### src/rtl/e_series_calc.sv
// Fixed-point series evaluator for e (mode 0) or 1/e (mode 1), sum of +/-1/k!.
// One restoring-division quotient bit per clock; the run stops early once a term truncates to zero.
module e_series_calc #(
    parameter  int INT_W   = 2,
    parameter  int FRAC_W  = 398,
    parameter  int N_TERMS = 100,
    localparam int ANS_W   = INT_W + FRAC_W,
    localparam int K_W     = $clog2(N_TERMS)
) (
    input  logic             clk,
    input  logic             rst_n,
    input  logic             start,
    input  logic             mode,
    input  logic             abort,
    output logic             busy,
    output logic             done,
    output logic [ANS_W-1:0] ans,
    output logic [K_W-1:0]   terms_used
);
    localparam int BC_W = $clog2(ANS_W);
    localparam logic [ANS_W-1:0] ONE    = {{(INT_W-1){1'b0}}, 1'b1, {FRAC_W{1'b0}}};
    localparam logic [BC_W-1:0]  BC_TOP = BC_W'(ANS_W - 1);
    localparam logic [K_W-1:0]   K_LAST = K_W'(N_TERMS - 1);

    typedef enum logic [1:0] {IDLE, DIV, ACC} state_t;

    state_t           state, state_n;
    logic [ANS_W-1:0] acc, acc_n;
    logic [ANS_W-1:0] term, term_n;
    logic [ANS_W-1:0] q, q_n;
    logic [ANS_W-1:0] ans_n;
    logic [ANS_W-1:0] acc_upd;
    logic [K_W-1:0]   k, k_n;
    logic [K_W-1:0]   tu_n;
    logic [K_W:0]     rem, rem_n;
    logic [K_W+1:0]   rem_sh;
    logic [BC_W-1:0]  bitcnt, bitcnt_n;
    logic             mode_l, mode_l_n;
    logic             done_n;

    // Modulo-ANS_W add or subtract; truncation is the only rounding in this design.
    function automatic logic [ANS_W-1:0] acc_step(input logic [ANS_W-1:0] a,
                                                  input logic [ANS_W-1:0] t,
                                                  input logic             sub);
        return sub ? (a - t) : (a + t);
    endfunction

    assign busy = (state != IDLE);

    always_comb begin
        state_n  = state;
        acc_n    = acc;
        term_n   = term;
        q_n      = q;
        k_n      = k;
        rem_n    = rem;
        bitcnt_n = bitcnt;
        mode_l_n = mode_l;
        ans_n    = ans;
        tu_n     = terms_used;
        done_n   = 1'b0;
        rem_sh   = {rem, term[bitcnt]};
        acc_upd  = acc_step(acc, q, mode_l & k[0]);

        case (state)
            IDLE: begin
                if (start && !abort) begin
                    acc_n    = ONE;
                    term_n   = ONE;
                    k_n      = K_W'(1);
                    rem_n    = '0;
                    bitcnt_n = BC_TOP;
                    mode_l_n = mode;
                    state_n  = DIV;
                end
            end
            DIV: begin
                if (abort) begin
                    state_n = IDLE;
                end else begin
                    if (rem_sh >= {2'b00, k}) begin
                        q_n   = {q[ANS_W-2:0], 1'b1};
                        rem_n = (K_W+1)'(rem_sh - {2'b00, k});
                    end else begin
                        q_n   = {q[ANS_W-2:0], 1'b0};
                        rem_n = rem_sh[K_W:0];
                    end
                    if (bitcnt == '0) state_n  = ACC;
                    else              bitcnt_n = bitcnt - BC_W'(1);
                end
            end
            ACC: begin
                if (abort) begin
                    state_n = IDLE;
                end else begin
                    term_n = q;
                    acc_n  = acc_upd;
                    // A zero quotient means every later term is zero too.
                    if (k == K_LAST || q == '0) begin
                        ans_n   = acc_upd;
                        tu_n    = k;
                        done_n  = 1'b1;
                        state_n = IDLE;
                    end else begin
                        k_n      = k + K_W'(1);
                        rem_n    = '0;
                        bitcnt_n = BC_TOP;
                        state_n  = DIV;
                    end
                end
            end
            default: state_n = IDLE;
        endcase
    end

    always_ff @(posedge clk or negedge rst_n) begin
        if (!rst_n) begin
            state      <= IDLE;
            acc        <= '0;
            term       <= '0;
            q          <= '0;
            k          <= '0;
            rem        <= '0;
            bitcnt     <= '0;
            mode_l     <= 1'b0;
            ans        <= '0;
            terms_used <= '0;
            done       <= 1'b0;
        end else begin
            state      <= state_n;
            acc        <= acc_n;
            term       <= term_n;
            q          <= q_n;
            k          <= k_n;
            rem        <= rem_n;
            bitcnt     <= bitcnt_n;
            mode_l     <= mode_l_n;
            ans        <= ans_n;
            terms_used <= tu_n;
            done       <= done_n;
        end
    end

endmodule

### config.mk
export PLATFORM = sky130hd
export DESIGN_NAME = e_series_calc
export DESIGN_NICKNAME = d
export VERILOG_FILES = /design/src/rtl/e_series_calc.sv
export SDC_FILE = /design/constraint.sdc
export NUM_CORES = 2
export LEC_CHECK = 0
export BUFFER_PORTS_ARGS = -buffer_cell sky130_fd_sc_hd__buf_4
export CORE_MARGIN = 3
export CORE_UTILIZATION = 36
export CTS_CLUSTER_DIAMETER = 80
export DETAILED_ROUTE_END_ITERATION = 16
export MAX_ROUTING_LAYER = met4
export PLACE_DENSITY = 0.59
export SYNTH_ARGS = -nofsm -noshare
export SYNTH_HDL_FRONTEND = slang
export SYNTH_SLANG_ARGS = --single-unit
### constraint.sdc
create_clock -name clk -period 20.2 [get_ports clk]
set_input_delay 3.03 -clock clk [delete_from_list [all_inputs] [get_ports clk]]
set_output_delay 3.03 -clock clk [all_outputs]
set_load 0.005 [all_outputs]
==> results summary <==
In this run the top signal layer used is met4. The multi-input combinational cells in the finished layout cover a total of 0.06021 mm2. The worst hold path was traced through 2 stages. The number of hold-slack violations in the final timing report was 0. The first detailed-routing pass took 6 iterations. Of the total power, registers draw 0.344. Counting tap cells, the placed design contains a total of roughly 16000 instances. For this design the ratio of total power to cell area is 84.70 mW/mm2. The number of clock sinks came out at around 1600. At the worst endpoint, the arrival time is 12210 ps.

The detailed-routed wire length on met2 came out at 197300 um. The depth of the worst register-to-register path came out at 31. The number of levels the H-tree was split into came out at 4. Of the available clock period, the critical path in the final layout requires 0.5690. In this run the post-CTS setup repair buffer count came out at 0. After synthesis the cells add up to 0.1047 mm2. The number of fill cells came out at 29530. The count of synthesis-stage warnings from yosys came out at 0.

The maximum buffer depth of the clock tree came out at 4. The worst hold path begins at ans[31]. The leakage power summed over all cells is 0.05393 uW. Along the worst path, the maximum fanout reaches 7. The full die area came out at 0.2973 mm2. The placement row count came out at 197.

The met1 wire length is 205300 um. The measured slew at the worst slew-check pin came out at 1657 ps. The final instance area is 0.1176 mm2. In this run the standard cell core region covers around 0.29 mm2.

The flow ran to the end, but the final reports show violations. The number of placed I/O pins is roughly 410. The worst setup path is of the flop to flop kind. The post-detailed-placement cell area came out at 0.1108 mm2. The sequential element share of the synthesized area is 0.3908. The proportion of layout cells with a drive suffix above 1 came out at 0.08598. The average routed wire per standard cell came out at about 27 um. The switching power total is 3699 uW. TritonCTS built the clock tree. The final critical delay including setup and external delays came out at 11490 ps. The path class of the tightest hold or removal check is flop to flop.

The wire length of the first global-routing pass is between 600000 and 700000 um. The number of hold buffers added after cts is 0. Summed over all layers, the global routing overflow is 0. The count of input and output buffers came out at 413. The highest clock rate came out at 0.08700 GHz. The final wirelength is 457900 um. In the final design database the tool counted 13170 nets. Entering global routing, the biggest net connects 212 pins.

The number of design rule violations left after detail routing came out at 0. The mean cell area of the mapped netlist is between 8 and 9 um2. Setup repair after global routing left no endpoint under its margin. In the synthesized netlist the dominant register cell turns out to be dfrtp_1.

Data on the critical path is required at its endpoint by 20920 ps. Setup violations remaining at the end of the flow were counted as 0. In the routed layout, each cell is associated on average with a via count of 5.905. The die height is 545.3 um. The net count after synthesis came out at 13220. The die is 545.3 um wide. IR analysis of the VDD net gives a maximum drop of 0.06731 mV. The clock transition time at the flip-flop clock pins of the worst setup and hold paths came out at 60 ps. The most numerous cell type found on the critical path is o21ai_0. The launching element type of the critical path is a flop. The relative max-transition margin came out at -0.1044. The setup TNS came out at 0 ps. The number of different library cells used by synthesis comes to a little over 90. The post-cts repair resize count is 0. The share of flip-flops with an asynchronous set or reset is 1.000. The final reports fail on max-slew violations.

The clock latency on the worst-skew pair is roughly 910 ps. The max-cap check violation count is 0. The fraction of power spent switching nets is 0.3713. The total number of vias is 99230. Synthesis handed over a netlist of 12800 instances. The via count of the first global-routing pass came out at 93050. The violation count after the first detailed-routing iteration is 11190.

The cell with the largest stage delay on the worst path is a311oi_1. The number of register bits inferred by synthesis came out at 1635. In this run the critical register-to-register path is captured at acc[394]. The worst-case clock skew is 85.47 ps. The area growth from synthesis to layout came out at 12.35%.

The highest cell delay on the worst timing path came out at about 850 ps. The clock share of power came out at 0.374. The weighted congestion reported at the end of routability-driven placement is 1.070. The tree is rooted in a clkbuf_16. The type of element capturing the critical path is a flop.

The startpoint identified for the worst register-to-register timing path is q[15]. The number of buffers inserted during clock tree synthesis is 197. Measured on the finished design, the core utilization comes to 0.4075. The register-to-register path setup slack is between 8000 and 9000 ps. The routed wire length on met3 is around 37000 um. The effective utilization at floorplan came out at 0.3627.

The cell-internal power is 6264 uW. The completed layout was analyzed and its total power is 9963 uW. The portion of total power attributed to combinational logic came out at 0.282. The finished layout holds roughly 17000 standard cells, fillers aside. The number of nets with antenna violations after routing is 0. The final count of pins violating max slew came out at 115.

In this run, synthesis inferred 0 flip-flops with an integrated enable. The sequential cells in the finished layout cover a total of 0.04092 mm2. The endpoint with the worst hold slack is ans[31]. The number of antenna violations at the first check in global routing is 16. The HPWL after detailed placement is around 360000 um. Across every metal layer, demand over resource in global routing totals 0.3034.
registers in the layout, indices dropped and copies added (netlist names):
name and count:
acc 400, ans 400, q 400, term 400, bitcnt 9, rem 8, k 7, terms_used 7
state 2, done 1, mode_l 1
power groups by stage:
stage                     Clock (uW)  Combinational [uW]  Sequential, uW
after global routing            3940                2990            3440
final                           3730                2810            3430
after detailed placement           0                2740            3490
after global placement             0                2770            3480
after floorplan                    0                1740            3420
after CTS                       3810                2750            3430
cell families (layout without fill, tap and decap cells):
group,count (synthesis),after routing,share of synthesized area
AOI/OAI and AO/OA,3732,3732,0.2155
xor gates and xnor gates,808,808,0.06759
adders and majority gates,411,411,0.04926
buffers and inverters,965,1072,0.03509
DFF,1635,1635,0.3908
muxes,140,140,0.02918
other,0,15,0
and+or+nand+nor,5112,5112,0.2126
stage by stage:
stage | hold slack [ps] | worst slack (ps)
after floorplan | 444.6 | 12610
after CTS | 478.7 | 9149
after detailed placement | 465.4 | 9198
after global placement | 462.6 | 9268
final | 474.1 | 8705
after global routing | 500.1 | 8384
routing by layer:
layer,global-route usage,vias up
met4,0.1049,0
met2,0.4427,4360
met1,0.4262,48850
li1,-,45310
met5,-,-
met3,0.04816,718
cells in the final DEF, fill, tap and decap left out, types with 22 or more instances in the layout:
cell type | Yosys | layout
nand2_1 | 2927 | 2924
dfrtp_1 | 1635 | 1632
o21ai_0 | 1485 | 1483
a21oi_1 | 959 | 959
nor2_1 | 875 | 875
buf_4 | 6 | 534
xnor2_1 | 441 | 441
ha_1 | 409 | 409
a22o_1 | 393 | 393
xor2_1 | 367 | 367
nand4_1 | 282 | 282
nor3_1 | 271 | 270
clkbuf_16 | 0 | 198
a21o_1 | 183 | 183
inv_1 | 175 | 175
o21bai_1 | 156 | 156
nand3_1 | 152 | 152
nor4_1 | 143 | 142
mux4_2 | 132 | 132
or3_1 | 98 | 98
o31ai_1 | 94 | 94
a31oi_1 | 79 | 79
or4_1 | 74 | 74
o21a_1 | 72 | 72
a21boi_0 | 58 | 58
or2_2 | 52 | 52
nand2b_1 | 49 | 48
and3_1 | 44 | 44
clkbuf_8 | 0 | 41
and2_1 | 37 | 35
nor2b_1 | 31 | 30
clkbuf_1 | 724 | 29
a211oi_1 | 28 | 27
clkinv_2 | 0 | 26
o211ai_1 | 22 | 22
cell usage after synthesis (18+ instances only):
library cell / n / area share
nand2b_1: 49 / 0.0029
nand4_1: 282 / 0.017
nand2_1: 2927 / 0.10
clkbuf_1: 724 / 0.026
or3_1: 98 / 0.0059
mux4_2: 132 / 0.028
and3_1: 44 / 0.0026
o21bai_1: 156 / 0.011
nor3_1: 271 / 0.013
a21o_1: 183 / 0.013
dfrtp_1: 1635 / 0.39
a21oi_1: 959 / 0.046
xnor2_1: 441 / 0.037
nor2b_1: 31 / 0.0019
or4_1: 74 / 0.0053
nand3_1: 152 / 0.0073
o31ai_1: 94 / 0.0067
buf_1: 49 / 0.0018
or2_2: 52 / 0.0031
o211ai_1: 22 / 0.0016
xor2_1: 367 / 0.031
and2_1: 37 / 0.0022
o21a_1: 72 / 0.0052
ha_1: 409 / 0.049
nor2_1: 875 / 0.031
nor4_1: 143 / 0.0085
a22o_1: 393 / 0.033
inv_1: 175 / 0.0063
a221oi_1: 21 / 0.0018
o41ai_1: 18 / 0.0015
a21boi_0: 58 / 0.0042
a31oi_1: 79 / 0.0047
o221ai_1: 20 / 0.0017
o21ai_0: 1485 / 0.071
a211oi_1: 28 / 0.0020
area by class of cell:
class,count,share of cell area
clock buffers,268,0.04785
multi-input cells,10200,0.5119
clock inverters,85,0.009563
diodes,15,0.0003191
well taps,3880,0.04127
flip-flops and latches,1635,0.3479
inverters,176,0.005617
repair buffers,543,0.03555
worst max-delay path by stage:
| stage | startpoint | end | slack (ps) | cells past startpoint |
|---|---|---|---|---|
| after floorplan | q[76] | acc[376] | 12610 | 33 |
| after global placement | q[15] | acc[394] | 9270 | 30 |
| after detailed placement | q[15] | acc[394] | 9200 | 30 |
| after CTS | q[15] | acc[394] | 9150 | 30 |
| after global routing | q[21] | ans[384] | 8380 | 24 |
| final | q[15] | acc[394] | 8710 | 31 |
worst max-delay path, delay by kind of cell, from the launching register on:
family / cells / cell delay [ps]
AO/OA/AOI/OAI: 13 / 5110
XOR/XNOR: 2 / 460
adder cells (fa/ha/maj): 1 / 450
flip-flops: 1 / 450
AND/OR/NAND/NOR: 15 / 4860
Note: power is estimated with default switching activity, not from simulation.
